**config.mk**
```make
export PLATFORM = sky130hd
export DESIGN_NAME = pc_redirect
export DESIGN_NICKNAME = d
export VERILOG_FILES = /design/src/rtl/pipeline_pkg.sv /design/src/rtl/pc_reg.sv /design/src/rtl/pc_redirect.sv
export SDC_FILE = /design/constraint.sdc
export NUM_CORES = 1
export LEC_CHECK = 0
export ABC_AREA = 1
export BUFFER_PORTS_ARGS = -buffer_cell sky130_fd_sc_hd__buf_2
export CAP_MARGIN = 20
export CORE_ASPECT_RATIO = 1.2
export CORE_MARGIN = 2
export CORE_UTILIZATION = 30
export DETAILED_ROUTE_END_ITERATION = 7
export GPL_TIMING_DRIVEN = 1
export PLACE_DENSITY = 0.65
export SYNTH_ARGS = -nofsm -noshare
export SYNTH_HDL_FRONTEND = slang
export SYNTH_SLANG_ARGS = --single-unit
```
**constraint.sdc**
```tcl
create_clock -name clk -period 1.6 [get_ports clk]
set_input_delay 0.08 -clock clk [delete_from_list [all_inputs] [get_ports clk]]
set_output_delay 0.08 -clock clk [all_outputs]
set_load 0.02 [all_outputs]
```
**src/rtl/pipeline_pkg.sv**
```systemverilog
// Shared pipeline definitions: opcodes, fetch FSM states, reset vector.
package pipeline_pkg;

  localparam logic [6:0] OP_BRANCH = 7'b1100011;
  localparam logic [6:0] OP_JAL    = 7'b1101111;
  localparam logic [6:0] OP_JALR   = 7'b1100111;

  localparam logic [31:0] RESET_PC_DEFAULT = 32'h0000_0000;

  typedef enum logic [0:0] {
    FETCH = 1'b0,
    DROP  = 1'b1
  } fetch_state_t;

endpackage

```
**src/rtl/pc_reg.sv**
```systemverilog
// Fetch PC flop: synchronous reset to a fixed vector, load enable.
module pc_reg #(
  parameter int XLEN = 32,
  parameter logic [XLEN-1:0] RESET_VAL = '0
) (
  input  logic            clk,
  input  logic            reset,
  input  logic            en,
  input  logic [XLEN-1:0] d,
  output logic [XLEN-1:0] q
);

  always_ff @(posedge clk) begin
    if (reset) begin
      q <= RESET_VAL;
    end else if (en) begin
      q <= d;
    end
  end

endmodule

```
**src/rtl/pc_redirect.sv**
```systemverilog
// Fetch PC generator with execute-stage redirect and stale-response drop.
module pc_redirect
  import pipeline_pkg::*;
#(
  parameter int XLEN = 32,
  parameter logic [XLEN-1:0] RESET_PC = XLEN'(RESET_PC_DEFAULT)
) (
  input  logic            clk,
  input  logic            reset,
  input  logic            PCSrcE,
  input  logic [XLEN-1:0] PCTargetE,
  input  logic            StallF,
  output logic            imem_req,
  output logic [XLEN-1:0] imem_addr,
  input  logic            imem_ready,
  output logic            InstrValidF,
  output logic            FetchWaitF,
  output logic [XLEN-1:0] PCF,
  output logic [XLEN-1:0] PCPlus4F,
  output logic            FlushD,
  output logic            FlushE
);

  fetch_state_t    state;
  fetch_state_t    state_next;
  logic            pc_load;
  logic [XLEN-1:0] pc_next;
  logic [XLEN-1:0] target;
  logic            unused_lsbs;

  assign target      = {PCTargetE[XLEN-1:2], 2'b00};
  assign unused_lsbs = ^PCTargetE[1:0];
  assign PCPlus4F    = PCF + XLEN'(4);

  always_comb begin
    state_next = state;
    pc_load    = 1'b0;
    pc_next    = PCF;
    unique case (state)
      FETCH: begin
        if (PCSrcE) begin
          pc_load = 1'b1;
          pc_next = target;
          // Response still owed for the old PC: must be swallowed.
          if (!imem_ready) state_next = DROP;
        end else if (imem_ready && !StallF) begin
          pc_load = 1'b1;
          pc_next = PCPlus4F;
        end
      end
      DROP: begin
        if (PCSrcE) begin
          pc_load = 1'b1;
          pc_next = target;
        end
        if (imem_ready) state_next = FETCH;
      end
    endcase
  end

  always_ff @(posedge clk) begin
    if (reset) begin
      state <= FETCH;
    end else begin
      state <= state_next;
    end
  end

  pc_reg #(
    .XLEN      (XLEN),
    .RESET_VAL (RESET_PC)
  ) u_pc_reg (
    .clk   (clk),
    .reset (reset),
    .en    (pc_load),
    .d     (pc_next),
    .q     (PCF)
  );

  assign imem_req    = !reset && (state == FETCH);
  assign imem_addr   = PCF;
  assign InstrValidF = imem_req && imem_ready && !PCSrcE;
  assign FetchWaitF  = !InstrValidF;
  assign FlushD      = !reset && PCSrcE;
  assign FlushE      = !reset && PCSrcE;

endmodule

```
* Word level (Yosys, flattened, before mapping)
Cells that the tools add are included. W data, S select, Z words.
Operators by class: equal/unequal tests 2, mux-type cells 11, bitwise gates (word level) 1, reduce and logical (&&, ||, !) cells 10, add/subtract/negate cells 1
Operator list (number):
- $mux W32 | 3
- $pmux W32 S2 | 1
- $add A32 B3 Y32 const B | 1
- $logic_and A1 B1 Y1 | 5
- $mux W1 | 5
- $logic_not A1 Y1 | 4
- $pmux W1 S2 | 2
- $ne A3 B3 Y1 const B | 1
- $reduce_and A3 Y1 | 1
- $ne A2 B2 Y1 const B | 1
- $not A1 Y1 | 1
Storage, ports and cells: register bits 33, word-level logic and storage cells 27, bits of input ports 37

* Depth between registers and ports, before layout
word-level depth 6, mapped depth 10, mapped depth without buffers 10

* By module
Synthesis repeated with hierarchy kept, for this count alone.
Unflattened totals: cells, all modules 668, area total of the unflattened synthesis 3572.2 µm²
Modules (own cells, without submodules):
- pc_redirect | cells each 465, instances 1, area each 2233.4 µm², sequential area each 20.0 µm²
- pc_reg | cells each 203, instances 1, area each 1338.8 µm², sequential area each 640.6 µm²

* Least setup slack after synthesis
OpenSTA, ideal clock, no wires.
kind reg-to-reg, start register u_pc_reg.q[3], end register u_pc_reg.q[12], setup slack -0.246 ns, required time 1.530 ns, setup time 0.070 ns, cell stages (with the launch flop) 8, clock period less this slack 1.846 ns, arrival 1.776 ns, cells stage by stage dfxtp_1 > ha_1 > nand3_1 > nor2_2 > nand2_1 > xnor2_1 > nand2_1 > a21oi_1
On the way: longest elaborated chain between the ends 4
RTL lines:
- from (decl) | RTL line pc_reg.sv:10 | output logic [XLEN-1:0] q
- from (signal assigned) | RTL line pc_reg.sv:15 | q <= RESET_VAL;
- from (signal assigned) | RTL line pc_reg.sv:17 | q <= d;
- $add A32 B3 Y32 | RTL line pc_redirect.sv:33 | assign PCPlus4F = PCF + XLEN'(4);
- via PCPlus4F[12] | RTL line pc_redirect.sv:19 | output logic [XLEN-1:0] PCPlus4F,
- $mux W32 | RTL line pc_redirect.sv:46 | end else if (imem_ready && !StallF) begin
- $mux W32 | RTL line pc_redirect.sv:41 | if (PCSrcE) begin
- $pmux W32 S2 | RTL line pc_redirect.sv:39 | unique case (state)
The timed path passes the listed nets, and every way through them passes these cells. The select of a mux whose other input is x is not followed. A chain may end at the register's enable or synchronous reset.

* Final worst setup path
start register u_pc_reg.q[3], end output PCPlus4F[26]
On the way: longest elaborated chain between the ends 1
RTL lines (RTL line):
- $add A32 B3 Y32 | pc_redirect.sv:33
- to (decl) | pc_redirect.sv:19
Every way passes these cells.

==> results.json <==
{
  "period_share": 1.10,
  "vias": 2902,
  "finalPower_w": 0.00258,
  "clock_latency_ns": 0.29,
  "worstHoldStart": "PCTargetE[3]",
  "worstPathArrival_ns": 1.69,
  "die_h_um": 103,
  "h-tree-depth": 2,
  "portBuffers": 129,
  "worst_setup_path_end_kind": "output port",
  "drc": 0,
  "first_iter_violations": 144,
  "min_period_ns": 1.77,
  "path_clk_slew_ns": 0.07,
  "antenna_found_initial": 0,
  "synth.distinct_cells": 25,
  "worstHoldEndpoint": "u_pc_reg.q[3]",
  "cts_made_buffers": 5,
  "outcome": "finished with violations",
  "rows": 36,
  "final-seq-area_um2": 656,
  "hold_viol": 0,
  "min_path_cells": 3,
  "cap_violations": 0,
  "holdWs_ns": 0.0449,
  "grt_pass1_vias": 2643,
  "dpl.hpwl_mm": 6.06,
  "cp_max_fo": 5,
  "maxSlewViolCount": 0,
  "reg2reg_depth": 10,
  "rrSetupSlack_ns": 0.01,
  "post_drt_wl_per_cell_um": 13.5,
  "leakagePower_nw": 1.77,
  "hold_class": "input pin to register",
  "clock_sinks": 31,
  "tritoncts": "yes",
  "post-route-util": 0.464,
  "path_class": "register to output port",
  "num_io_pins": 138,
  "pwr_density_cell_mw_per_mm2": 689,
  "finalSetupViolCount": 24,
  "gp_congestion": 0.869,
  "violations": "negative setup slack",
  "nets": 553,
  "start_util": 0.306,
  "coreArea_mm2": 0.00806,
  "overflow": 0,
  "r2r_end": "u_pc_reg.q[11]",
  "antennaDiodeCount": 0,
  "numPlacedInstances": 589,
  "worst_clock_skew_ns": 0.00846,
  "clockBufferDepth": 2,
  "clockRootBuffer": "clkbuf_8",
  "firstDrtPassIters": 4,
  "die_w_um": 86.9,
  "irDropWorstVdd_mv": 0.329,
  "fin_ws_ns": -0.166,
  "grt_pass1_wl_mm": 13.1,
  "crit_path_cell_trace": "ha_4 > nand2_2 > nor2_4 > nand2_2 > nor2_4 > nand2_1 > nand2_1 > nand2_2 > buf_6",
  "dp_slack_ns": 0.00790,
  "worstSetupStartpointType": "register",
  "syn-cell-area_mm2": 0.00247,
  "rsz0062_at_grt": "yes",
  "synthCells": 385,
  "yosysWarnings": 0,
  "fmax_mhz": 566,
  "yosys_register_bits": 31,
  "ant_nets": 0,
  "ys_seq_area_frac": 0.251,
  "track_usage": 0.183,
  "cp.required_ns": 1.52,
  "area_growth_pct": 51.2,
  "critical_path.max_stage_delay_ns": 0.37,
  "postSynthAreaPerCell_um2": 6.42,
  "crit_top_cell": "nand2_2",
  "layout.cells.non_filler": 610,
  "filler_cell_count": 846,
  "finalWirelength_mm": 8.25,
  "routed_via_density": 4.76,
  "grt_start_max_net_pins": 31,
  "crit_slowest_cell": "dfxtp_4",
  "multi_input_area_mm2": 0.00168,
  "drive_above_1_share": 0.505,
  "r2r-start": "u_pc_reg.q[3]",
  "die_area_mm2": 0.00898
}
## repair_timing
| action | in CTS | in global routing |
|---|---|---|
| hold buffers | 2 | 0 |
| endpoints found under the setup margin | 24 | 31 |
| endpoints found under the hold margin | 1 | 0 |
| setup buffers | 10 | 4 |
| pin swaps | 17 | 24 |
| resized for setup | 79 | 33 |
## per-layer routing
metal / vias to the layer above / routed length, µm / global-route usage
met4: 0 / 109 / 0.0457
met2: 111 / 4040 / 0.318
li1: 1447 / - / -
met1: 1335 / 3630 / 0.237
met5: - / 0 / 0
met3: 9 / 475 / 0.0270
## placed cells by master (no fill, tap or decap), types with 3 or more instances in the layout
| cell type | netlist | layout |
|---|---|---|
| buf_2 | 4 | 103 |
| nand2_1 | 107 | 84 |
| a21oi_1 | 55 | 54 |
| buf_4 | 37 | 41 |
| o21ai_0 | 31 | 30 |
| nand2_2 | 5 | 26 |
| inv_1 | 20 | 20 |
| buf_6 | 0 | 20 |
| nor2_1 | 31 | 18 |
| dfxtp_1 | 31 | 13 |
| dfxtp_2 | 0 | 13 |
| nor2_4 | 8 | 12 |
| nor2_2 | 3 | 12 |
| nand3b_1 | 8 | 8 |
| xor2_2 | 5 | 8 |
| nand3_1 | 9 | 7 |
| conb_1 | 1 | 6 |
| clkbuf_8 | 0 | 5 |
| dfxtp_4 | 0 | 5 |
| nand2_4 | 1 | 3 |
| buf_12 | 0 | 3 |
## kinds of logic after synthesis
family,synth area share
xor+xnor,0.0684
flops,0.251
fa+ha+maj,0.00506
simple gates,0.323
other cells,0.00152
mux,0.00405
buf+inv,0.168
compound gates,0.179
## worst max-delay path by stage
stage	start	endpoint	cells after the start
after floorplan	u_pc_reg.q[10]	u_pc_reg.q[17]	7
after global placement	u_pc_reg.q[2]	PCPlus4F[20]	7
after detailed placement	u_pc_reg.q[2]	PCPlus4F[28]	8
after CTS	u_pc_reg.q[3]	PCPlus4F[11]	8
after global routing	u_pc_reg.q[3]	PCPlus4F[26]	9
final	u_pc_reg.q[3]	PCPlus4F[26]	9
## cell type report
type,count,share of cell area
Clock buffer,7,0.0204
Timing Repair Buffer,169,0.302
Tap cell,95,0.0318
Inverter,21,0.0211
Sequential cell,31,0.175
Multi-Input combinational cell,287,0.449
## report_power, final
part	internal (W)	switching [W]
Combinational	0.000422	0.000627
Sequential	0.000844	0.0000856
Clock	0.000299	0.000297
Total	0.00157	0.00101
## worst max-delay path: cells and delay by family, from the launching register on
family / cells / cell delay, ns
adders and majority gates: 1 / 0.15
DFF: 1 / 0.37
and+or+nand+nor: 7 / 0.76
buffers and inverters: 1 / 0.13
## cell usage after synthesis
cell / count / area, µm²
a21oi_1: 55 / 275
a31oi_1: 2 / 12.5
and2_1: 3 / 18.8
buf_2: 4 / 20.0
buf_4: 37 / 278
clkbuf_1: 10 / 37.5
clkinv_1: 1 / 3.75
conb_1: 1 / 3.75
dfxtp_1: 31 / 621
ha_1: 1 / 12.5
inv_1: 20 / 75.1
mux2i_1: 1 / 10.0
nand2_1: 107 / 402
nand2_2: 5 / 31.3
nand2_4: 1 / 11.3
nand3_1: 9 / 45.0
nand3b_1: 8 / 60.1
nor2_1: 31 / 116
nor2_2: 3 / 18.8
nor2_4: 8 / 90.1
nor3_1: 1 / 5.00
o21ai_0: 31 / 155
xnor2_1: 5 / 43.8
xor2_1: 5 / 43.8
xor2_2: 5 / 81.3
## registers in the layout, indices dropped and copies added, names as in the netlist
name / cells
u_pc_reg.q: 30
state: 1
## through the flow
step / instance area, µm² / setup TNS, ns
after floorplan: 2530 / 0
after global placement: 3190 / 0
after detailed placement: 3190 / 0
after CTS: 3600 / -2.33
after global routing: 3740 / -4.83
final: 3740 / -1.99
Note: power is estimated with default switching activity, not from simulation.
